`src/rtl/dotp_pkg.sv`:
```
// Shared types and sizing for the dot-product scheduler: FSM state enum and accumulator width.
package dotp_pkg;

  typedef enum logic [2:0] {
    IDLE,
    READ,
    LAST,
    OUT,
    DONE
  } dotp_state_t;

  // Headroom of log2(vec_w) bits lets a full vector of max products sum without overflow.
  function automatic int acc_width(input int data_w, input int vec_w);
    return 2 * data_w + $clog2(vec_w);
  endfunction

endpackage

```
`src/rtl/dotp_mac.sv`:
```
// Registered multiply-accumulate; result visible the cycle after i_en, i_clr wins over i_en.
// Signed operands when DOTP_SIGNED_EN is defined, unsigned otherwise; no backpressure (caller gates i_en).
module dotp_mac #(
  parameter int DATA_WIDTH = 8,
  parameter int ACC_WIDTH  = 18
) (
  input  logic                  clk,
  input  logic                  rst_n,
  input  logic                  i_clr,
  input  logic                  i_en,
  input  logic [DATA_WIDTH-1:0] i_a,
  input  logic [DATA_WIDTH-1:0] i_b,
  output logic [ACC_WIDTH-1:0]  o_acc
);

  localparam int PW = 2 * DATA_WIDTH;

  logic [PW-1:0]        w_a;
  logic [PW-1:0]        w_b;
  logic [PW-1:0]        w_prod;
  logic [ACC_WIDTH-1:0] w_prod_ext;
  logic [ACC_WIDTH-1:0] r_acc;

  // Operands are widened to the product width first, so the low PW bits of the
  // multiply are exact for both two's-complement and unsigned interpretation.
`ifdef DOTP_SIGNED_EN
  assign w_a        = {{DATA_WIDTH{i_a[DATA_WIDTH-1]}}, i_a};
  assign w_b        = {{DATA_WIDTH{i_b[DATA_WIDTH-1]}}, i_b};
  assign w_prod     = w_a * w_b;
  assign w_prod_ext = {{(ACC_WIDTH-PW){w_prod[PW-1]}}, w_prod};
`else
  assign w_a        = {{DATA_WIDTH{1'b0}}, i_a};
  assign w_b        = {{DATA_WIDTH{1'b0}}, i_b};
  assign w_prod     = w_a * w_b;
  assign w_prod_ext = {{(ACC_WIDTH-PW){1'b0}}, w_prod};
`endif

  always_ff @(posedge clk or negedge rst_n) begin
    if (!rst_n) begin
      r_acc <= '0;
    end else if (i_clr) begin
      r_acc <= '0;
    end else if (i_en) begin
      r_acc <= r_acc + w_prod_ext;
    end
  end

  assign o_acc = r_acc;

endmodule

```
`src/rtl/dotp_scheduler.sv`:
```
// Job sequencer: reads VECTOR_WIDTH element pairs per vector, result VECTOR_WIDTH+2 cycles after accept.
// Reads stall entirely while a result waits for res_ready; signed operands with DOTP_SIGNED_EN.
module dotp_scheduler
  import dotp_pkg::*;
#(
  parameter int DATA_WIDTH   = 8,
  parameter int VECTOR_WIDTH = 4,
  parameter int ADDR_WIDTH   = 5,
  parameter int ACC_WIDTH    = acc_width(DATA_WIDTH, VECTOR_WIDTH)
) (
  input  logic                  clk,
  input  logic                  rst_n,
  input  logic                  cmd_valid,
  output logic                  cmd_ready,
  input  logic [ADDR_WIDTH-1:0] cmd_base_addr,
  input  logic [ADDR_WIDTH-1:0] cmd_num_vec,
  output logic                  rd_en,
  output logic [ADDR_WIDTH-1:0] rd_addr,
  input  logic [DATA_WIDTH-1:0] mem1_data,
  input  logic [DATA_WIDTH-1:0] mem2_data,
  output logic                  res_valid,
  input  logic                  res_ready,
  output logic [ACC_WIDTH-1:0]  res_data,
  output logic                  res_last,
  output logic                  busy,
  output logic                  done
);

  localparam int            EW        = (VECTOR_WIDTH > 1) ? $clog2(VECTOR_WIDTH) : 1;
  localparam logic [EW-1:0] ELEM_LAST = EW'(VECTOR_WIDTH - 1);

  dotp_state_t           r_state;
  dotp_state_t           w_next;
  logic [ADDR_WIDTH-1:0] r_base;
  logic [ADDR_WIDTH-1:0] r_num_vec;
  logic [ADDR_WIDTH-1:0] r_vec_cnt;
  logic [EW-1:0]         r_elem_cnt;
  logic                  r_rd_en_d;
  logic                  w_accept;
  logic                  w_last_vec;
  logic                  w_elem_last;
  logic                  w_acc_clr;
  logic [ADDR_WIDTH-1:0] w_addr;
  logic [ACC_WIDTH-1:0]  w_acc;

  assign w_accept    = (r_state == IDLE) && cmd_valid;
  assign w_last_vec  = (r_vec_cnt == (r_num_vec - ADDR_WIDTH'(1)));
  assign w_elem_last = (r_elem_cnt == ELEM_LAST);
  // Truncation to ADDR_WIDTH gives the intended modulo wrap of the address space.
  assign w_addr      = r_base + ADDR_WIDTH'(r_vec_cnt * VECTOR_WIDTH) + ADDR_WIDTH'(r_elem_cnt);

  always_ff @(posedge clk or negedge rst_n) begin
    if (!rst_n) begin
      r_state <= IDLE;
    end else begin
      r_state <= w_next;
    end
  end

  always_comb begin
    w_next    = r_state;
    cmd_ready = 1'b0;
    rd_en     = 1'b0;
    res_valid = 1'b0;
    busy      = 1'b1;
    done      = 1'b0;
    w_acc_clr = 1'b0;
    case (r_state)
      IDLE: begin
        cmd_ready = 1'b1;
        busy      = 1'b0;
        if (cmd_valid) begin
          w_acc_clr = 1'b1;
          w_next    = (cmd_num_vec == '0) ? DONE : READ;
        end
      end
      READ: begin
        rd_en = 1'b1;
        if (w_elem_last) w_next = LAST;
      end
      LAST: w_next = OUT;
      OUT: begin
        res_valid = 1'b1;
        if (res_ready) begin
          w_next    = w_last_vec ? DONE : READ;
          w_acc_clr = !w_last_vec;
        end
      end
      DONE: begin
        done   = 1'b1;
        w_next = IDLE;
      end
      default: w_next = IDLE;
    endcase
  end

  always_ff @(posedge clk or negedge rst_n) begin
    if (!rst_n) begin
      r_base     <= '0;
      r_num_vec  <= '0;
      r_vec_cnt  <= '0;
      r_elem_cnt <= '0;
      r_rd_en_d  <= 1'b0;
    end else begin
      if (w_accept) begin
        r_base     <= cmd_base_addr;
        r_num_vec  <= cmd_num_vec;
        r_vec_cnt  <= '0;
        r_elem_cnt <= '0;
      end
      // elem_cnt returns to zero on leaving READ, ready for the next vector.
      if (r_state == READ) begin
        r_elem_cnt <= w_elem_last ? '0 : r_elem_cnt + EW'(1);
      end
      if ((r_state == OUT) && res_ready && !w_last_vec) begin
        r_vec_cnt <= r_vec_cnt + ADDR_WIDTH'(1);
      end
      r_rd_en_d <= rd_en;
    end
  end

  dotp_mac #(
    .DATA_WIDTH(DATA_WIDTH),
    .ACC_WIDTH (ACC_WIDTH)
  ) u_mac (
    .clk  (clk),
    .rst_n(rst_n),
    .i_clr(w_acc_clr),
    .i_en (r_rd_en_d),
    .i_a  (mem1_data),
    .i_b  (mem2_data),
    .o_acc(w_acc)
  );

  assign rd_addr  = rd_en ? w_addr : '0;
  assign res_data = w_acc;
  assign res_last = res_valid && w_last_vec;

endmodule

```
`config.mk`:
```
export PLATFORM = sky130hd
export DESIGN_NAME = dotp_scheduler
export DESIGN_NICKNAME = d
export VERILOG_FILES = /design/src/rtl/dotp_pkg.sv /design/src/rtl/dotp_mac.sv /design/src/rtl/dotp_scheduler.sv
export SDC_FILE = /design/constraint.sdc
export NUM_CORES = 1
export LEC_CHECK = 0
export CAP_MARGIN = 20
export CORE_MARGIN = 3
export CORE_UTILIZATION = 45
export CTS_CLUSTER_DIAMETER = 150
export DETAILED_ROUTE_END_ITERATION = 8
export GPL_TIMING_DRIVEN = 0
export HOLD_SLACK_MARGIN = 0.1
export PLACE_DENSITY = 0.67
export SYNTH_ARGS = -nofsm -noshare
export SYNTH_HDL_FRONTEND = slang
export SYNTH_HIERARCHICAL = 1
export SYNTH_SLANG_ARGS = --single-unit
export TNS_END_PERCENT = 30
```
`constraint.sdc`:
```
create_clock -name clk -period 4.5 [get_ports clk]
set_input_delay 0.9 -clock clk [delete_from_list [all_inputs] [get_ports clk]]
set_output_delay 0.9 -clock clk [all_outputs]
set_load 0.05 [all_outputs]
```
Yosys cells after proc, flatten, opt, wreduce, memory -nomap -nowiden:

Cells that the tools add are included.
Widths: inputs -> output; s select.

* muxes and demuxes: 22
* add/sub/neg operators: 6
* reductions and logical operators: 11
* equality and inequality tests: 9
* $mul: 1

Operators with widths (number)
* $mux 18: 2
* $add 18x16->18: 1
* $mul 8x8->16: 1
* $mux 3: 5
* $mux 5: 3
* $pmux 3 s4: 1
* $mux 1: 7
* $eq 3x2->1 const B: 2
* $mux 2: 3
* $ne 2x2->1 const B: 3
* $reduce_bool 2->1: 3
* $add 5x1->5 const B: 1
* $add 5x2->5: 1
* $add 5x5->5: 1
* $eq 5x5->1: 1
* $logic_not 5->1: 1
* $sub 5x1->5 const B: 1
* $logic_and 1x1->1: 4
* $eq 3x1->1 const B: 1
* $eq 3x3->1 const B: 1
* $logic_not 3->1: 1
* $reduce_and 3->1: 1
* $add 2x1->2 const B: 1
* $eq 2x2->1 const B: 1
* other kinds (2): 2

* logic and storage cells: 56
* bits in registers: 39
* bits of input ports: 30

Longest topological paths before layout:

* depth after elaboration: 6
* mapped depth: 18

By module:

The synthesis kept the hierarchy.

Modules (own cells, without submodules)
* dotp_mac: cells an instance 387, area each 3387.0 um^2, times used 1
* dotp_scheduler: cells an instance 144, area each 1285.0 um^2, times used 1

Least setup slack after synthesis:

Ideal clock, no wire load.

* path type: input-to-reg
* start: in mem1_data[3]
* end: reg u_mac.r_acc[17], in the netlist u_mac/o_acc[17]
* setup time: 0.128 ns
* stages: 14
* setup slack: -0.382 ns
* arrival: 4.754 ns
* cells stage by stage: and2_1 -> fa_1 -> fa_1 -> fa_1 -> inv_1 -> fa_1 -> inv_1 -> ha_1 -> a21oi_2 -> o21ai_2 -> a2111oi_1 -> a21oi_1 -> mux2i_1 -> mux2_1

* cells in the longest elaborated chain, start to end: 4

Ends and longest elaborated chain
* start: declaration: line dotp_scheduler.sv:19 `input logic [DATA_WIDTH-1:0] mem1_data,`
* $mul 8x8->16: line dotp_mac.sv:34 `assign w_prod = w_a * w_b;`
* $add 18x16->18: line dotp_mac.sv:44 `r_acc <= r_acc + w_prod_ext;`
* $mux 18: line dotp_mac.sv:43 `end else if (i_en) begin`
* $mux 18: line dotp_mac.sv:41 `end else if (i_clr) begin`
* end signal: assignment: line dotp_mac.sv:44
* end: declaration: line dotp_mac.sv:22 `logic [ACC_WIDTH-1:0] r_acc;`

Every way passes these cells. The select of a mux whose other input is x is not followed.
A chain may end at the register's enable or synchronous reset.

Worst setup path after layout:

* start: in mem1_data[2]
* end: reg u_mac.r_acc[17], in the netlist u_mac/o_acc[17]

Same word-level chain as after synthesis.

==> summary.md <==
| Metric | Value |
|---|---|
| Outcome | `complete, but fails checks` |
| Failing checks | `negative setup slack` |
| Most common cell after layout, fill and taps aside | `inv_1` |
| Peak Freq | `0.221 GHz` |
| Final setup violation count | `1` |
| Register bit count reported by yosys | `39` |
| Number of vias per cell | `5.11` |
| Clock sinks | `39` |
| Fin. Hold Viols | `0` |
| Routed via count | `3748` |
| Remaining global-route overflow | `0` |
| CTS tree | `done` |
| CTS Buffer Depth | `2` |
| Die Area | `11600 µm²` |
| Die Height | `108 µm` |
| Routability cong. | `0.813` |
| DRT iter0 DRCs | `150` |
| Final ANT Viol Nets | `0` |
| DP HPWL | `8630 µm` |
| Worst skew pair latency | `0.29 ns` |
| Post-Route WL | `10700 µm` |
| Gate Count Post-Synth | `531` |
| Drt pass-1 iters | `4` |
| Warnings, synthesis | `6` |
| Type of origin of the critical path | `input pin` |
| Fraction of layout cells with a size suffix above 1 | `15.8%` |
| # hold bufs at CTS | `0` |
| Number of nets in the layout | `728` |
| Most frequent cells in the layout | `inv_1 (98), nand2_1 (62), fa_1 (46), clkdlybuf4s50_1 (41), dfrtp_1 (39)` |
| Drt wl/cell | `14.6 µm` |
| Io pins | `59` |
| Critical path fanouts, max | `8` |
| DP Worst Slack | `-1.09 ns` |
| Hold Crit Class | `reg -> reg` |
| Initial Util | `46.9%` |
| Arr. time, crit path | `4.69 ns` |
| Final instance area | `5880 µm²` |
| Post-synth EDFFs | `0` |
| Row count | `36` |
| Max Cap Viol | `0` |
| Htree depth | `2` |
| CTS clock-pin slew for the worst setup and hold paths | `0.08 ns` |
| Net Count, Synth | `659` |
| Core Area | `9950 µm²` |
| Skew final | `0.0111 ns` |
| Syn avg cell area | `8.80 µm²` |
| Die Width | `108 µm` |
| Post-synth ARST share | `100%` |
| Port Buffers | `56` |
| Cell variety after synth | `58` |
| Period utilisation layout | `100%` |
| Placed inst area | `5550 µm²` |
| Headroom to the max-slew limit | `41.7%` |
| Area Growth Syn to Fin | `26.0%` |
| First-pass GRT wire length | `18300 µm` |
| CTS root buf | `clkbuf_8` |
| Setup crit end kind | `register` |
| Worst Max-Slew Pin Slew | `0.875 ns` |
| CTS buffer count | `5` |
| Main flop type after synthesis | `dfrtp_1` |
| Synthesized area | `4670 µm²` |
| Vias in the first global route | `3864` |
| Tot GR Track Use | `19.5%` |
| Worst endpoint required time | `4.67 ns` |
| Unrepaired setup endpoints after global routing | `true` |
| Antenna violations before repair | `0` |
| Final worst path period need | `4.52 ns` |
| Setup CP Type | `in -> reg` |
| # fillers | `911` |
| DRC | `0` |
| Slew Limit Fails | `0` |
| Largest net degree at the start of global routing | `40` |
| Post-synthesis sequential area ratio | `20.9%` |
| Setup ws final | `-0.0172 ns` |
| # diodes | `0` |
## timing repair
item                       CTS  global route
pin swaps                   23            16
buffers inserted             5             1
setup endpoints to repair   12             8
resized for setup          108            32
## cell type report
class / count / area, µm² / share of cell area, %
clock buffers: 5 / 68.8 / 1.17
clock inverters: 3 / 43.8 / 0.744
multi-input cells: 377 / 3530 / 60.0
plain buffers: 12 / 80.1 / 1.36
well taps: 133 / 166 / 2.83
inverters: 103 / 387 / 6.57
flip-flops and latches: 39 / 976 / 16.6
repair buffers: 62 / 634 / 10.8
## synthesized netlist by cell type (7+ instances only)
| cell type | number | area share, % |
|---|---|---|
| a21oi_1 | 15 | 1.6 |
| xnor2_1 | 13 | 2.4 |
| and2_1 | 37 | 5.0 |
| dfrtp_1 | 39 | 21 |
| mux2i_1 | 13 | 2.8 |
| nand2_1 | 72 | 5.8 |
| fa_1 | 51 | 22 |
| nand3_1 | 7 | 0.75 |
| ha_1 | 47 | 13 |
| nor2_1 | 34 | 2.7 |
| inv_1 | 103 | 8.3 |
| clkbuf_1 | 7 | 0.56 |
## critical path: stages
cell,delay [ns]
buf_6,0.12
and2_4,0.16
fa_1,0.57
fa_2,0.46
fa_1,0.49
inv_1,0.05
fa_1,0.53
inv_1,0.06
ha_4,0.30
nand2_1,0.10
a21oi_4,0.17
a21oi_2,0.07
a21oi_2,0.17
mux2i_1,0.21
mux2_1,0.33
## logic make-up (layout without fill, tap and decap cells)
family / count (synthesis) / after routing / synth area share (%)
mux: 15 / 15 / 3.27
fa+ha+maj: 98 / 98 / 34.4
buf+inv: 115 / 185 / 9.40
flops: 39 / 39 / 20.9
compound gates: 66 / 66 / 10.0
xor+xnor: 18 / 18 / 3.37
simple gates: 180 / 180 / 18.6
## flip-flops by register name, summed over array words and instances (netlist names)
| register | cells |
|---|---|
| r_rd_en_d | 1 |
| r_elem_cnt | 2 |
| r_num_vec | 5 |
| r_base | 5 |
| r_state | 3 |
| r_vec_cnt | 5 |
| u_mac/o_acc | 18 |
## routing by layer
metal / GRT usage (%) / vias to the layer above / routed length, µm
li1: - / 1821 / -
met5: 0 / - / 0
met3: 2.52 / 7 / 392
met4: 2.71 / 0 / 57
met1: 26.7 / 1847 / 4860
met2: 33.9 / 73 / 5390
## final timing paths
kind	start	to	slack, ns	cells past startpoint
setup / recovery	mem1_data[2]	u_mac/o_acc[17]	-0.02	15
hold / removal	r_base[3]	r_base[3]	0.49	2
setup reg to reg	u_mac/o_acc[7]	u_mac/o_acc[17]	0.24	15
hold reg to reg	r_base[3]	r_base[3]	0.49	2
max in group asynchronous	rst_n	r_vec_cnt[1]	3.23	1
min in group asynchronous	rst_n	r_base[3]	0.72	1
## per-stage QoR
| step | cells | hold slack (ns) | setup TNS, ns | utilization [%] |
|---|---|---|---|---|
| 2_1_floorplan | 531 | 0.452 | -0.0828 | - |
| 3_3_place_gp | 720 | 0.476 | -8.43 | 55.8 |
| 3_5_place_dp | 720 | 0.478 | -8.99 | 55.7 |
| 4_1_cts | 733 | 0.499 | 0 | 58.0 |
| 5_1_grt | 734 | 0.540 | -0.276 | 59.1 |
| 6_report | 734 | 0.494 | -0.0172 | 59.1 |
Power is not shown: default switching activity piles up to over one toggle a cycle in this logic, so the estimate is an artifact.
